===== config.mk =====
export PLATFORM = sky130hd
export DESIGN_NAME = display_scan_ctrl
export DESIGN_NICKNAME = d
export VERILOG_FILES = /design/src/rtl/display_scan_ctrl.sv
export SDC_FILE = /design/constraint.sdc
export NUM_CORES = 1
export LEC_CHECK = 0
export ABC_AREA = 0
export CORE_MARGIN = 2
export CORE_UTILIZATION = 56
export DETAILED_ROUTE_END_ITERATION = 10
export GPL_ROUTABILITY_DRIVEN = 0
export HOLD_SLACK_MARGIN = 0.08
export PLACE_DENSITY = 0.78
export SLEW_MARGIN = 20
export SYNTH_ARGS = -nofsm -noshare
export SYNTH_HDL_FRONTEND = slang
export SYNTH_SLANG_ARGS = --single-unit

===== constraint.sdc =====
create_clock -name clk -period 2.79 [get_ports clk]
set_input_delay 0.279 -clock clk [delete_from_list [all_inputs] [get_ports clk]]
set_output_delay 0.279 -clock clk [all_outputs]
set_load 0.05 [all_outputs]

===== src/rtl/display_scan_ctrl.sv =====
// Four-digit multiplexed BCD display scanner.
// Values queue through one pending slot and swap in only at frame end.
module display_scan_ctrl #(
  parameter int CLK_DIV = 50000
) (
  input  logic        clk,
  input  logic        rst_n,
  input  logic        in_valid,
  output logic        in_ready,
  input  logic [15:0] in_bcd,
  input  logic        blank_lz,
  output logic [3:0]  digit,
  output logic [3:0]  an,
  output logic        bcd_err
);

  localparam int CW = $clog2(CLK_DIV);

  typedef enum logic [1:0] {S0, S1, S2, S3} state_t;

  state_t      state;
  state_t      nxt;
  logic [CW-1:0] cnt;
  logic [15:0] disp;
  logic [15:0] pend;
  logic        pend_full;

  logic        tick;
  logic        fire;
  logic        frame_end;
  logic        swap;
  logic [15:0] disp_nxt;
  logic [3:0]  nib;
  logic        lz;
  logic        blank;
  logic [3:0]  an_nxt;
  logic        err_nxt;

  assign in_ready  = ~pend_full;
  assign tick      = (cnt == CW'(CLK_DIV - 1));
  assign fire      = in_valid & ~pend_full;
  assign frame_end = tick & (state == S3);
  assign swap      = frame_end & pend_full;
  assign disp_nxt  = swap ? pend : disp;

  always_comb begin
    nxt = S0;
    unique case (state)
      S0: nxt = S1;
      S1: nxt = S2;
      S2: nxt = S3;
      S3: nxt = S0;
    endcase
  end

  // Slot contents are derived for the state being entered, not the current one.
  always_comb begin
    nib    = disp_nxt[3:0];
    lz     = 1'b0;
    an_nxt = 4'b1110;
    unique case (nxt)
      S0: begin
        nib    = disp_nxt[3:0];
        lz     = 1'b0;
        an_nxt = 4'b1110;
      end
      S1: begin
        nib    = disp_nxt[7:4];
        lz     = (disp_nxt[15:4] == 12'h000);
        an_nxt = 4'b1101;
      end
      S2: begin
        nib    = disp_nxt[11:8];
        lz     = (disp_nxt[15:8] == 8'h00);
        an_nxt = 4'b1011;
      end
      S3: begin
        nib    = disp_nxt[15:12];
        lz     = (disp_nxt[15:12] == 4'h0);
        an_nxt = 4'b0111;
      end
    endcase
  end

  assign blank = (nib > 4'd9) | (blank_lz & lz);

  assign err_nxt = (disp_nxt[3:0]   > 4'd9) |
                   (disp_nxt[7:4]   > 4'd9) |
                   (disp_nxt[11:8]  > 4'd9) |
                   (disp_nxt[15:12] > 4'd9);

  always_ff @(posedge clk or negedge rst_n) begin
    if (!rst_n) begin
      cnt       <= '0;
      state     <= S0;
      disp      <= '0;
      pend      <= '0;
      pend_full <= 1'b0;
      digit     <= 4'h0;
      an        <= 4'b1110;
      bcd_err   <= 1'b0;
    end else begin
      cnt <= tick ? '0 : cnt + CW'(1);
      if (tick) begin
        state <= nxt;
        digit <= nib;
        an    <= blank ? 4'b1111 : an_nxt;
      end
      if (swap) begin
        disp      <= pend;
        pend_full <= 1'b0;
      end else if (fire) begin
        pend      <= in_bcd;
        pend_full <= 1'b1;
      end
      bcd_err <= err_nxt;
    end
  end

endmodule


==> impl_results.md, run 1 <==
* Status: finished, final reports clean
* Critical-path cell list: ha_1 > and3_1 > nand4_2 > nor2_4 > buf_6 > mux2_2 > a222oi_1 > nand2_1 > a22o_1
* Least-Margin Pin Slew at 0.5756 ns
* Syn_nets at 290
* Area delta synth->final at 21.20%
* Most frequent cells in the layout: dfrtp_1, mux2_2, clkdlybuf4s50_1
* I/O pin cnt at 30
* CTS sink count at 60
* Tightest Hold Check Type: register to register
* Number of max-cap violations at 0
* Seq/Total Area, Yosys at 51.74%
* Mapped Avg Cell Area at 11.15 um2
* Final HPWL DP at 4117 um
* Sequential cell area at 0.001505 mm2
* CP startpoint: cnt[0]$_DFF_PN0_
* Number of synthesized flops with an enable pin at 0
* CP Data Required Time at 3.03 ns
* Largest net degree at the start of global routing at 46
* Final setup margin at 0.2360 ns
* Minimum clock period after layout at 2.554 ns
* Tcrit/Tclk final at 91.54%
* Critical path buffers and inverters at 1
* Clock Tree Root: clkbuf_8
* YS warnings at 0
* Data arrival, critical path at 2.79 ns
* CTS tree: done
* Vias/cell at 5.658
* Yosys cell types at 45
* Vias in the first global route at 2,054
* Final hold viol count at 0
* WS Path Type: register to register
* Antenna-violating nets left at 0
* Clock latency on the worst-skew pair at 0.34 ns
* Gate count of the mapped netlist at 261
* Number of buffers added for setup after CTS at 0
* RSZ-0062 raised after global routing: false
* Vias post-DR at 2,099
* Filler cells at 412
* Port Buf Inserts at 29
* Syn Std Cell Area at 0.002909 mm2
* Maximum VDD drop at 364.7 uV
* Initial DRT Pass Iterations at 4
* Slew headroom at 61.02%
* R2r worst-path depth at 9
* Nets at 325
* Achievable frequency at 391.5 MHz
* Initial Util at 57.32%
* Drc violations at 0
* Overflow after GRT at 0
* Clk slew on worst S/H paths at 0.07 ns
* Final Setup Violations at 0
* Die area at 0.005787 mm2
* Die Wd at 76.08 um
* Crit-path max cell delay at 0.37 ns
* Initial DRC count at 161
* Overall power at 1.911 mW
* Setup crit start kind: register
* Total GRT Usage at 22.10%
* Post-layout instance area at 0.003526 mm2
* Clock skew at 0.006366 ns
* Total wire length at 5796 um
* Max Slew Vio Count at 0
* N_diodes at 0
* P per Cell Area at 541.9 mW/mm2
* Placement Rows at 26
* Worst flop-to-flop path endpoint: digit[0]$_DFFE_PN0N_
* Leakage power at 1.635 nW
* Setup WS pre-CTS at 0.2021 ns
* FF-to-FF Start: cnt[0]$_DFF_PN0_
* Fraction of layout cells with a size suffix above 1 at 20.93%
* Core area at 0.005075 mm2
* Clock buffer count from CTS at 9
* CP Depth at 9
* Worst-path maximum fanout at 26
* First-pass GRT wire length at 9970 um
* Setup TNS at 0 ns
* Slowest-stage cell, CP: mux2_2
* Clk buf depth at 2
* Area occupied by multi-input gates at 0.001314 mm2
* Ys async rst share at 100.0%
* Htree depth at 3
* Crit-path leading delay family: simple AND/OR/NAND/NOR gates
* Most common cell after layout, fill and taps aside: dfrtp_1
* Seq cells post-synth at 60
* Initial antenna violation count at 0
* Crit. End Element: register
* Finished Core Util at 69.48%
* Worst Setup EP: digit[0]$_DFFE_PN0N_
* WL/cell at 15.62 um
* Worst reg2reg setup slack at 0.24 ns
* Vert. Die Dim at 76.08 um
* Ys flop type: dfrtp_1
* Placed instance area at 0.003268 mm2
[cells in the mapped netlist (4+ instances only)]
cell / number / share of area [%]
nand3_1: 12 / 2.1
inv_1: 6 / 0.77
and3_1: 7 / 1.5
dfrtp_1: 57 / 49
a21oi_1: 4 / 0.69
and2_1: 4 / 0.86
nand2_1: 26 / 3.4
a31oi_1: 5 / 1.1
mux2_2: 28 / 11
nor2_1: 22 / 2.8
xnor2_1: 5 / 1.5
xor2_1: 9 / 2.7
clkbuf_1: 7 / 0.90
ha_1: 9 / 3.9
o21ai_0: 12 / 2.1
[registers in the layout, summed over array words and instances (netlist names)]
register / flops
an: 4
cnt: 16
digit: 4
pend: 16
disp: 16
state: 2
bcd_err: 1
pend_full: 1
[routing by layer]
layer	vias to the layer above	track usage (%)	wire length [um]	share of wire [%]
met5	-	0	0	0
met4	0	12.18	152	2.6
met3	14	4.147	209	3.6
met2	47	34.20	2761	48
met1	1046	29.61	2672	46
li1	992	-	-	-
[worst min path at each step]
stage	slack, ns	cells past startpoint	end	startpoint
4_1_cts	0.13	1	cnt[0]$_DFF_PN0_	rst_n
2_1_floorplan	-0.02	0	an[0]$_DFFE_PN0N_	rst_n
3_3_place_gp	0.44	1	cnt[0]$_DFF_PN0_	cnt[0]$_DFF_PN0_
5_1_grt	0.48	1	cnt[0]$_DFF_PN0_	cnt[0]$_DFF_PN0_
3_5_place_dp	0.45	1	cnt[0]$_DFF_PN0_	cnt[0]$_DFF_PN0_
6_report	0.46	1	cnt[0]$_DFF_PN0_	cnt[0]$_DFF_PN0_
[cell type report]
class,count,area share (%)
flip-flops and latches,60,42.69
inverters,6,0.6388
multi-input cells,181,37.26
clock buffers,12,4.684
well taps,70,2.484
repair buffers,38,10.26
clock inverters,4,1.987
[per-stage QoR]
step                      std cells  hold slack, ns
after floorplan                 261        -0.01659
final                           371          0.4559
after CTS                       370          0.1329
after detailed placement        354          0.4464
after global placement          354          0.4350
after global routing            371          0.4788
[logic make-up (layout without fill, tap and decap cells)]
kind of cell             Yosys count  count (layout)  share of synthesized area, %
multiplexers                      30              30                         11.53
XOR/XNOR                          14              14                         4.215
AO/OA/AOI/OAI                     39              39                         9.119
buffers and inverters             20              60                         3.312
adder cells (fa/ha/maj)            9               9                         3.871
flip-flops                        60              60                         51.74
AND/OR/NAND/NOR                   89              89                         16.21
[power breakdown]
group          internal (mW)  switching, mW
sequential             0.897         0.0277
clock                  0.573          0.332
combinational         0.0494         0.0314
total                   1.52          0.391
[repair_timing]
action,in CTS,in global routing
hold buffers,0,1
endpoints found under the setup margin,0,2
endpoints found under the hold margin,0,40
gates resized for setup,0,2
Power figures use the tool's default switching activity.
==> run 2, diff against run 1 <==
SKIP_CTS_REPAIR_TIMING = 1   (was unset)
==> results of run 2 <==
Final layout, timing and power as in run 1 (identical DEF).
==> run 3, diff against run 2 <==
ABC_AREA = unset   (was 0)
==> results of run 3 <==
Final layout, timing and power as in run 1 (identical DEF).
